===== config.mk =====
export PLATFORM = sky130hd
export DESIGN_NAME = seq_pattern_gen
export DESIGN_NICKNAME = d
export VERILOG_FILES = /design/src/rtl/seq_pattern_gen.sv
export SDC_FILE = /design/constraint.sdc
export NUM_CORES = 1
export LEC_CHECK = 0
export BUFFER_PORTS_ARGS = -buffer_cell sky130_fd_sc_hd__buf_2
export CAP_MARGIN = 20
export CORE_MARGIN = 1
export CORE_UTILIZATION = 50
export DETAILED_ROUTE_END_ITERATION = 7
export GPL_ROUTABILITY_DRIVEN = 0
export PLACE_DENSITY_LB_ADDON = 0.05
export SETUP_SLACK_MARGIN = 0.02
export SLEW_MARGIN = 5
export SYNTH_ARGS = -nofsm -noshare
export SYNTH_HDL_FRONTEND = slang
export SYNTH_SLANG_ARGS = --single-unit

===== constraint.sdc =====
create_clock -name clk -period 2.1 [get_ports clk]
set_clock_uncertainty 0.15 [all_clocks]
set_input_delay 0.315 -clock clk [delete_from_list [all_inputs] [get_ports clk]]
set_output_delay 0.315 -clock clk [all_outputs]
set_load 0.01 [all_outputs]

===== src/rtl/seq_pattern_gen.sv =====
// rtl/seq_pattern_gen.sv - serial MSB-first pattern transmitter with repeat, gap and valid/ready
module seq_pattern_gen #(
    parameter int WIDTH = 5,
    parameter int RPT_W = 4,
    parameter int GAP_W = 3
) (
    input  logic             clk,
    input  logic             resetn,
    input  logic             start,
    input  logic [WIDTH-1:0] pattern,
    input  logic [RPT_W-1:0] repeat_cnt,
    input  logic [GAP_W-1:0] gap,
    input  logic             abort,
    input  logic             dout_ready,
    output logic             dout,
    output logic             dout_valid,
    output logic             busy,
    output logic             done
);

    localparam int IW = (WIDTH > 2) ? $clog2(WIDTH) : 1;
    localparam logic [IW-1:0] MSB_IDX = IW'(WIDTH - 1);

    typedef enum logic [1:0] {
        ST_IDLE,
        ST_SEND,
        ST_GAP
    } state_t;

    state_t           state;
    logic [WIDTH-1:0] pat_q;
    logic [RPT_W-1:0] rem_q;
    logic [GAP_W-1:0] gap_q;
    logic [GAP_W-1:0] gcnt_q;
    logic [IW-1:0]    idx_q;

    always_ff @(posedge clk or negedge resetn) begin
        if (!resetn) begin
            state      <= ST_IDLE;
            pat_q      <= '0;
            rem_q      <= '0;
            gap_q      <= '0;
            gcnt_q     <= '0;
            idx_q      <= '0;
            dout       <= 1'b0;
            dout_valid <= 1'b0;
            busy       <= 1'b0;
            done       <= 1'b0;
        end else begin
            done <= 1'b0;
            case (state)
                ST_IDLE: begin
                    // abort is meaningless here, so a coincident start always wins
                    if (start) begin
                        pat_q      <= pattern;
                        rem_q      <= repeat_cnt;
                        gap_q      <= gap;
                        idx_q      <= MSB_IDX;
                        dout       <= pattern[WIDTH-1];
                        dout_valid <= 1'b1;
                        busy       <= 1'b1;
                        state      <= ST_SEND;
                    end
                end
                ST_SEND: begin
                    if (abort) begin
                        state      <= ST_IDLE;
                        dout       <= 1'b0;
                        dout_valid <= 1'b0;
                        busy       <= 1'b0;
                    end else if (dout_ready) begin
                        if (idx_q != '0) begin
                            idx_q <= idx_q - 1'b1;
                            dout  <= pat_q[idx_q - 1'b1];
                        end else if (rem_q != '0) begin
                            rem_q <= rem_q - 1'b1;
                            idx_q <= MSB_IDX;
                            if (gap_q == '0) begin
                                dout <= pat_q[WIDTH-1];
                            end else begin
                                state      <= ST_GAP;
                                gcnt_q     <= gap_q;
                                dout       <= 1'b0;
                                dout_valid <= 1'b0;
                            end
                        end else begin
                            state      <= ST_IDLE;
                            dout       <= 1'b0;
                            dout_valid <= 1'b0;
                            busy       <= 1'b0;
                            done       <= 1'b1;
                        end
                    end
                end
                ST_GAP: begin
                    // idle cycles elapse whether or not the sink is ready
                    if (abort) begin
                        state      <= ST_IDLE;
                        dout       <= 1'b0;
                        dout_valid <= 1'b0;
                        busy       <= 1'b0;
                    end else if (gcnt_q == GAP_W'(1)) begin
                        state      <= ST_SEND;
                        dout       <= pat_q[WIDTH-1];
                        dout_valid <= 1'b1;
                    end else begin
                        gcnt_q <= gcnt_q - 1'b1;
                    end
                end
                default: begin
                    state      <= ST_IDLE;
                    dout       <= 1'b0;
                    dout_valid <= 1'b0;
                    busy       <= 1'b0;
                end
            endcase
        end
    end

endmodule


==> results.json, run 1 <==
{
  "status": "complete, no violations",
  "n_antenna_cell": 0,
  "die_w_um": 55.58,
  "crit_chain": "inv_2 > ha_4 > mux4_2 > a211oi_1 > o41ai_2 > a22o_1",
  "slowest_stage": "dfrtp_1",
  "synth_top_area_cell": "dfrtp_1",
  "avgViaCountPerCell": 5.851,
  "worstPathRequired_ns": 2.17,
  "synth.top_cell.area_share_pct": 41.85,
  "vias": 1217,
  "start_util_pct": 52.49,
  "synth_edf_count": 0,
  "clock.fmax_ghz": 0.4989,
  "fin_nets": 202,
  "cap_violations": 0,
  "setup_tns_ns": 0,
  "cts_max_level": 1,
  "finalMaxSlewViolations": 0,
  "antenna_found_initial": 0,
  "io_pins": 21,
  "syn2layout_area_growth_pct": 20.49,
  "wl_per_cell_um": 15.49,
  "place_ws_ns": 0.02334,
  "fin_util_pct": 63.25,
  "wl_mm": 3.221,
  "dp.final_hpwl_mm": 2.353,
  "clkTransAtPathRegs_ns": 0.13,
  "slowest_delay_ns": 0.41,
  "cp_top_family": "compound AO/OA/AOI/OAI gates",
  "fillers": 241,
  "clk_path_buf_depth": 2,
  "finalHoldViolations": 0,
  "drc": 0,
  "hold_class": "in2reg",
  "fin_crit_ns": 2.004,
  "grt_pass1_wl_mm": 5.671,
  "peakVddDrop_v": 0.001006,
  "crit_path_end_kind": "register",
  "cts_tree": "yes",
  "cts_sinks": 24,
  "synth-seq-cells": 24,
  "tightest_slew_ns": 0.5825,
  "ys_top_cells_by_area": "dfrtp_1 42%, mux2_2 6.3%, ha_1 5.2%",
  "root_buffer": "clkbuf_4",
  "power_leakage_nw": 0.8075,
  "path_buf_inv": 1,
  "antenna_left": 0,
  "period_share_pct": 95.44,
  "p_total_mw": 2.499,
  "grt_pass1_vias": 1260,
  "critical_path_arrival_ns": 2.07,
  "die_y_um": 55.58,
  "relSlewSlack_pct": 61.08,
  "drive_gt1_share_pct": 33.33,
  "drtPass1Iterations": 4,
  "grt-ovfl-total": 0,
  "syn_avg_cell_area_sq_um": 9.966,
  "numCtsBuffers": 3,
  "grt_max_degree": 25,
  "synth-seq-area-share_pct": 41.85,
  "synthDistinctLibCells": 46,
  "synth_nets": 167,
  "start_kind": "register",
  "powerDensity_nw_per_um2": 1445,
  "synthArstFlopShare_pct": 100.0,
  "finalSetupViolCount": 0,
  "num_rows": 19,
  "synth.cell_area_sq_um": 1435,
  "port_buffers": 20,
  "drt_iter0_drc": 49,
  "yosysWarnings": 0,
  "core_area_sq_um": 2734,
  "die_area_sq_um": 3089,
  "layout_setup_ws_ns": 0.09575,
  "crit_type": "reg2reg",
  "synthCells": 144,
  "groute.usage.overall_pct": 23.49,
  "critPathMaxFanout": 4,
  "clock_latency_ns": 0.32,
  "yosys_most_used_dff": "dfrtp_1",
  "grt_setup_unrepaired": "false"
}
stage by stage:
| stage | area, sq um | hold WS (ns) | std cells |
|---|---|---|---|
| floorplan | 1435 | -0.1306 | 144 |
| finish | 1729 | 0.05897 | 208 |
| global route | 1729 | 0.05664 | 208 |
| CTS | 1719 | 0.05999 | 208 |
| global placement | 1647 | 0.1759 | 203 |
| detailed placement | 1647 | 0.1829 | 203 |
report_power, final:
group	leakage (nW)	internal, mW	switching [mW]	total [mW]
Combinational	0.504	0.723	0.694	1.42
Clock	0.0138	0.0673	0.140	0.207
Sequential	0.289	0.672	0.202	0.874
sequential cells by signal (all words and copies together) (netlist names):
register,count
done,1
busy,1
gap_q,3
dout,1
idx_q,3
rem_q,4
state,2
dout_valid,1
gcnt_q,3
pat_q,5
kinds of logic after synthesis:
group	share of synthesized area (%)
simple gates	19.09
compound gates	20.75
flops	41.85
buf+inv	3.837
mux	9.242
fa+ha+maj	5.231
what timing repair did:
item,4_1_cts,5_1_grt
buffers inserted,1,0
setup endpoints to repair,2,2
gates resized for setup,4,5
hold buffers,1,0
pin swaps,0,4
hold endpoints to repair,24,0
worst paths after layout:
check | from | endpoint | slack [ns] | cells after the start
max in group asynchronous | resetn | gcnt_q[0] | 1.09 | 2
max reg2reg | idx_q[0] | dout | 0.1 | 6
min reg2reg | busy | busy | 0.37 | 1
min in group asynchronous | resetn | rem_q[3] | 0.33 | 2
max | idx_q[0] | dout | 0.1 | 6
min | pattern[0] | pat_q[0] | 0.06 | 2
cell usage in the layout, fill, tap and decap left out, drive strengths merged, types with 5 or more instances in the layout:
cell    instances
a21oi          10
buf            33
dfrtp          24
ha              6
inv            10
mux2            8
nand2           6
nand2b          6
nor2           10
nor2b           5
synthesized netlist by cell type (2+ instances only):
master	n
nor2_1	10
nor2b_1	5
nand2b_1	6
or2_1	2
mux2i_1	2
a21o_1	2
o22ai_1	3
nor3_1	3
clkbuf_1	2
a31oi_1	4
dfrtp_1	24
a21oi_1	10
buf_2	2
o2bb2ai_1	3
mux2_2	8
o22a_1	2
o21ai_1	2
nand3_1	2
nor3b_1	3
inv_1	10
o211ai_1	2
o21ai_0	2
and3_1	2
nand2_1	6
ha_1	6
per-layer routing:
layer	track usage (%)	wire length (um)	vias up
met5	0	0	-
met4	7.500	45	0
met3	3.023	96	5
met2	40.28	1560	23
met1	30.92	1519	587
li1	-	-	602
area by class of cell:
cell class / instances / area, sq um / area share, %
multi-input cells: 106 / 822.0 / 47.54
flip-flops and latches: 24 / 600.6 / 34.73
repair buffers: 34 / 207.7 / 12.01
well taps: 31 / 38.79 / 2.243
inverters: 10 / 37.54 / 2.171
clock buffers: 3 / 22.52 / 1.302
Power figures use the tool's default switching activity.
==> run 2, diff against run 1 <==
--- a/config.mk
+++ b/config.mk
@@ -6,11 +6,13 @@
 export NUM_CORES = 1
 export LEC_CHECK = 0
 export BUFFER_PORTS_ARGS = -buffer_cell sky130_fd_sc_hd__buf_2
-export CAP_MARGIN = 20
+export CELL_PAD_IN_SITES_DETAIL_PLACEMENT = 1
+export CELL_PAD_IN_SITES_GLOBAL_PLACEMENT = 1
 export CORE_MARGIN = 1
-export CORE_UTILIZATION = 50
+export CORE_UTILIZATION = 39
 export DETAILED_ROUTE_END_ITERATION = 7
 export GPL_ROUTABILITY_DRIVEN = 0
+export HOLD_SLACK_MARGIN = 0.12
 export PLACE_DENSITY_LB_ADDON = 0.05
 export SETUP_SLACK_MARGIN = 0.02
 export SLEW_MARGIN = 5
==> results.json, run 2 (synthesized netlist as in run 1, its figures left out) <==
{
  "tightest_slew_ns": 0.5935,
  "largestRegisters": "pat_q x5, rem_q x4",
  "port_buffers": 20,
  "fin_crit_ns": 2.030,
  "use_met3_pct": 3.102,
  "switching_share_pct": 39.27,
  "fillers": 410,
  "rr_endpoint": "gcnt_q[0]",
  "clock.fmax_ghz": 0.4926,
  "worstPathRequired_ns": 2.11,
  "cp_top_family": "compound AO/OA/AOI/OAI gates",
  "internal-power_mw": 1.728,
  "grt_pass1_wl_mm": 6.686,
  "start_util_pct": 41.69,
  "root_buffer": "clkbuf_8",
  "cp_num_cells": 6,
  "slowest_delay_ns": 0.38,
  "io_pins": 21,
  "n_antenna_cell": 0,
  "layout_commonest_cell": "dfrtp_1",
  "hold_path_depth": 2,
  "dp.final_hpwl_mm": 2.900,
  "whs_endpoint": "pat_q[4]",
  "wl_per_cell_um": 16.65,
  "grt-ovfl-total": 0,
  "drt_iter0_drc": 61,
  "power.clock.fraction_pct": 15.0,
  "largest_reg_flops": 5,
  "clkTransAtPathRegs_ns": 0.10,
  "relSlewSlack_pct": 60.43,
  "grtUsageMet1_pct": 26.62,
  "period_share_pct": 96.66,
  "antenna_found_initial": 0,
  "largest-register": "pat_q",
  "path_buf_inv": 1,
  "peakVddDrop_v": 0.0006182,
  "start_kind": "register",
  "layout_setup_ws_ns": 0.07014,
  "critPathMaxFanout": 4,
  "clk_path_buf_depth": 2,
  "hold_class": "in2reg",
  "cts_tree": "yes",
  "grt_setup_unrepaired": "true",
  "post_dp_cell_area_sq_um": 1708,
  "slowest_stage": "dfrtp_1",
  "seq_area_sq_um": 600.6,
  "finalMaxSlewViolations": 0,
  "finalHoldViolations": 0,
  "crit_chain": "inv_2 > ha_1 > nor3b_2 > o32a_1 > or2_4 > a221o_1",
  "ff2ff_setup_slack_ns": 0.07,
  "place_ws_ns": 0.02423,
  "fin_nets": 215,
  "critical_path_arrival_ns": 2.04,
  "switchingPower_mw": 1.118,
  "status": "complete, no violations",
  "cts_sinks": 24,
  "antenna_left": 0,
  "pwr-share-seq_pct": 30.4,
  "powerDensity_nw_per_um2": 1487,
  "vias": 1328,
  "drtPass1Iterations": 4,
  "numCtsBuffers": 3,
  "postLayoutCellArea_sq_um": 1914,
  "whs_ns": 0.1294,
  "timing.rr.start": "rem_q[0]",
  "power_leakage_nw": 0.8877,
  "crit_type": "reg2reg",
  "groute.usage.overall_pct": 22.04,
  "core_area_sq_um": 3442,
  "ff2ff_path_depth": 6,
  "cap_violations": 0,
  "num_rows": 21,
  "grt_busiest_layer": "met2",
  "cts_max_level": 1,
  "drc": 0,
  "drive_gt1_share_pct": 33.51,
  "crit_path_end_kind": "register",
  "die_y_um": 62.66,
  "finalSetupViolCount": 0,
  "avgViaCountPerCell": 5.603,
  "wl_mm": 3.946,
  "combinationalPowerShare_pct": 54.6,
  "setup_tns_ns": 0,
  "grt_pass1_vias": 1407,
  "min_from": "pattern[4]",
  "die_area_sq_um": 3926,
  "met2_usage_pct": 38.72,
  "grt_max_degree": 25,
  "clock_latency_ns": 0.29,
  "die_w_um": 62.66,
  "syn2layout_area_growth_pct": 33.39,
  "multiInputGateArea_sq_um": 812.0,
  "final_cell_mix": "24 x dfrtp_1, 20 x buf_2, 18 x buf_4"
}
==> run 2: cell count changes in the layout (fill, tap and decap cells not counted), sizes merged <==
cell         previous run  this run
dlygate4sd3             1         8
bufinv                  0         1
buf                    33        39
==> run 2: worst reg2reg max path, stage by stage, from the launching register on <==
cell	delay (ns)
dfrtp_1	0.38
inv_2	0.05
ha_1	0.21
nor3b_2	0.18
o32a_1	0.35
or2_4	0.25
a221o_1	0.34
==> run 2: routing by layer <==
layer  share of wire [%]  vias to the layer above
met5                   0                        -
met4                 2.2                        0
met3                 2.4                        7
met2                  52                       23
met1                  44                      670
li1                    -                      628
==> run 2: layout make-up <==
type	count	share of cell area, %
multi-input cells	106	42.42
flip-flops and latches	24	31.37
repair buffers	47	17.52
well taps	46	3.007
clock buffers	3	2.157
inverters	10	1.961
clock inverters	1	1.569
==> run 2: what timing repair did <==
item,in CTS,in global routing
hold buffers,8,0
pin swaps,0,1
buffers inserted,1,2
hold endpoints to repair,31,0
resized for setup,1,6
setup endpoints to repair,2,4
==> run 2: worst max-delay path by stage <==
stage              from   endpoint
2_1_floorplan  idx_q[0]       dout
3_3_place_gp   rem_q[0]  gcnt_q[0]
3_5_place_dp   idx_q[0]       dout
4_1_cts        idx_q[0]       dout
5_1_grt        rem_q[1]  gcnt_q[0]
6_report       rem_q[0]  gcnt_q[0]
==> run 2: through the flow <==
stage                     power [mW]  util, %  std cells
after floorplan                1.768        -        144
after global placement         2.240    49.62        222
after detailed placement       2.307    49.62        222
after CTS                      2.770    54.23        235
after global routing           3.064    55.62        237
final                          2.846    55.62        237
==> run 2: power groups by stage <==
| stage | clock network (mW) | logic [mW] | registers [mW] |
|---|---|---|---|
| 3_3_place_gp | 0 | 1.38 | 0.858 |
| 6_report | 0.427 | 1.55 | 0.866 |
| 3_5_place_dp | 0 | 1.44 | 0.867 |
| 2_1_floorplan | 0 | 0.951 | 0.816 |
| 4_1_cts | 0.436 | 1.48 | 0.858 |
| 5_1_grt | 0.448 | 1.72 | 0.897 |
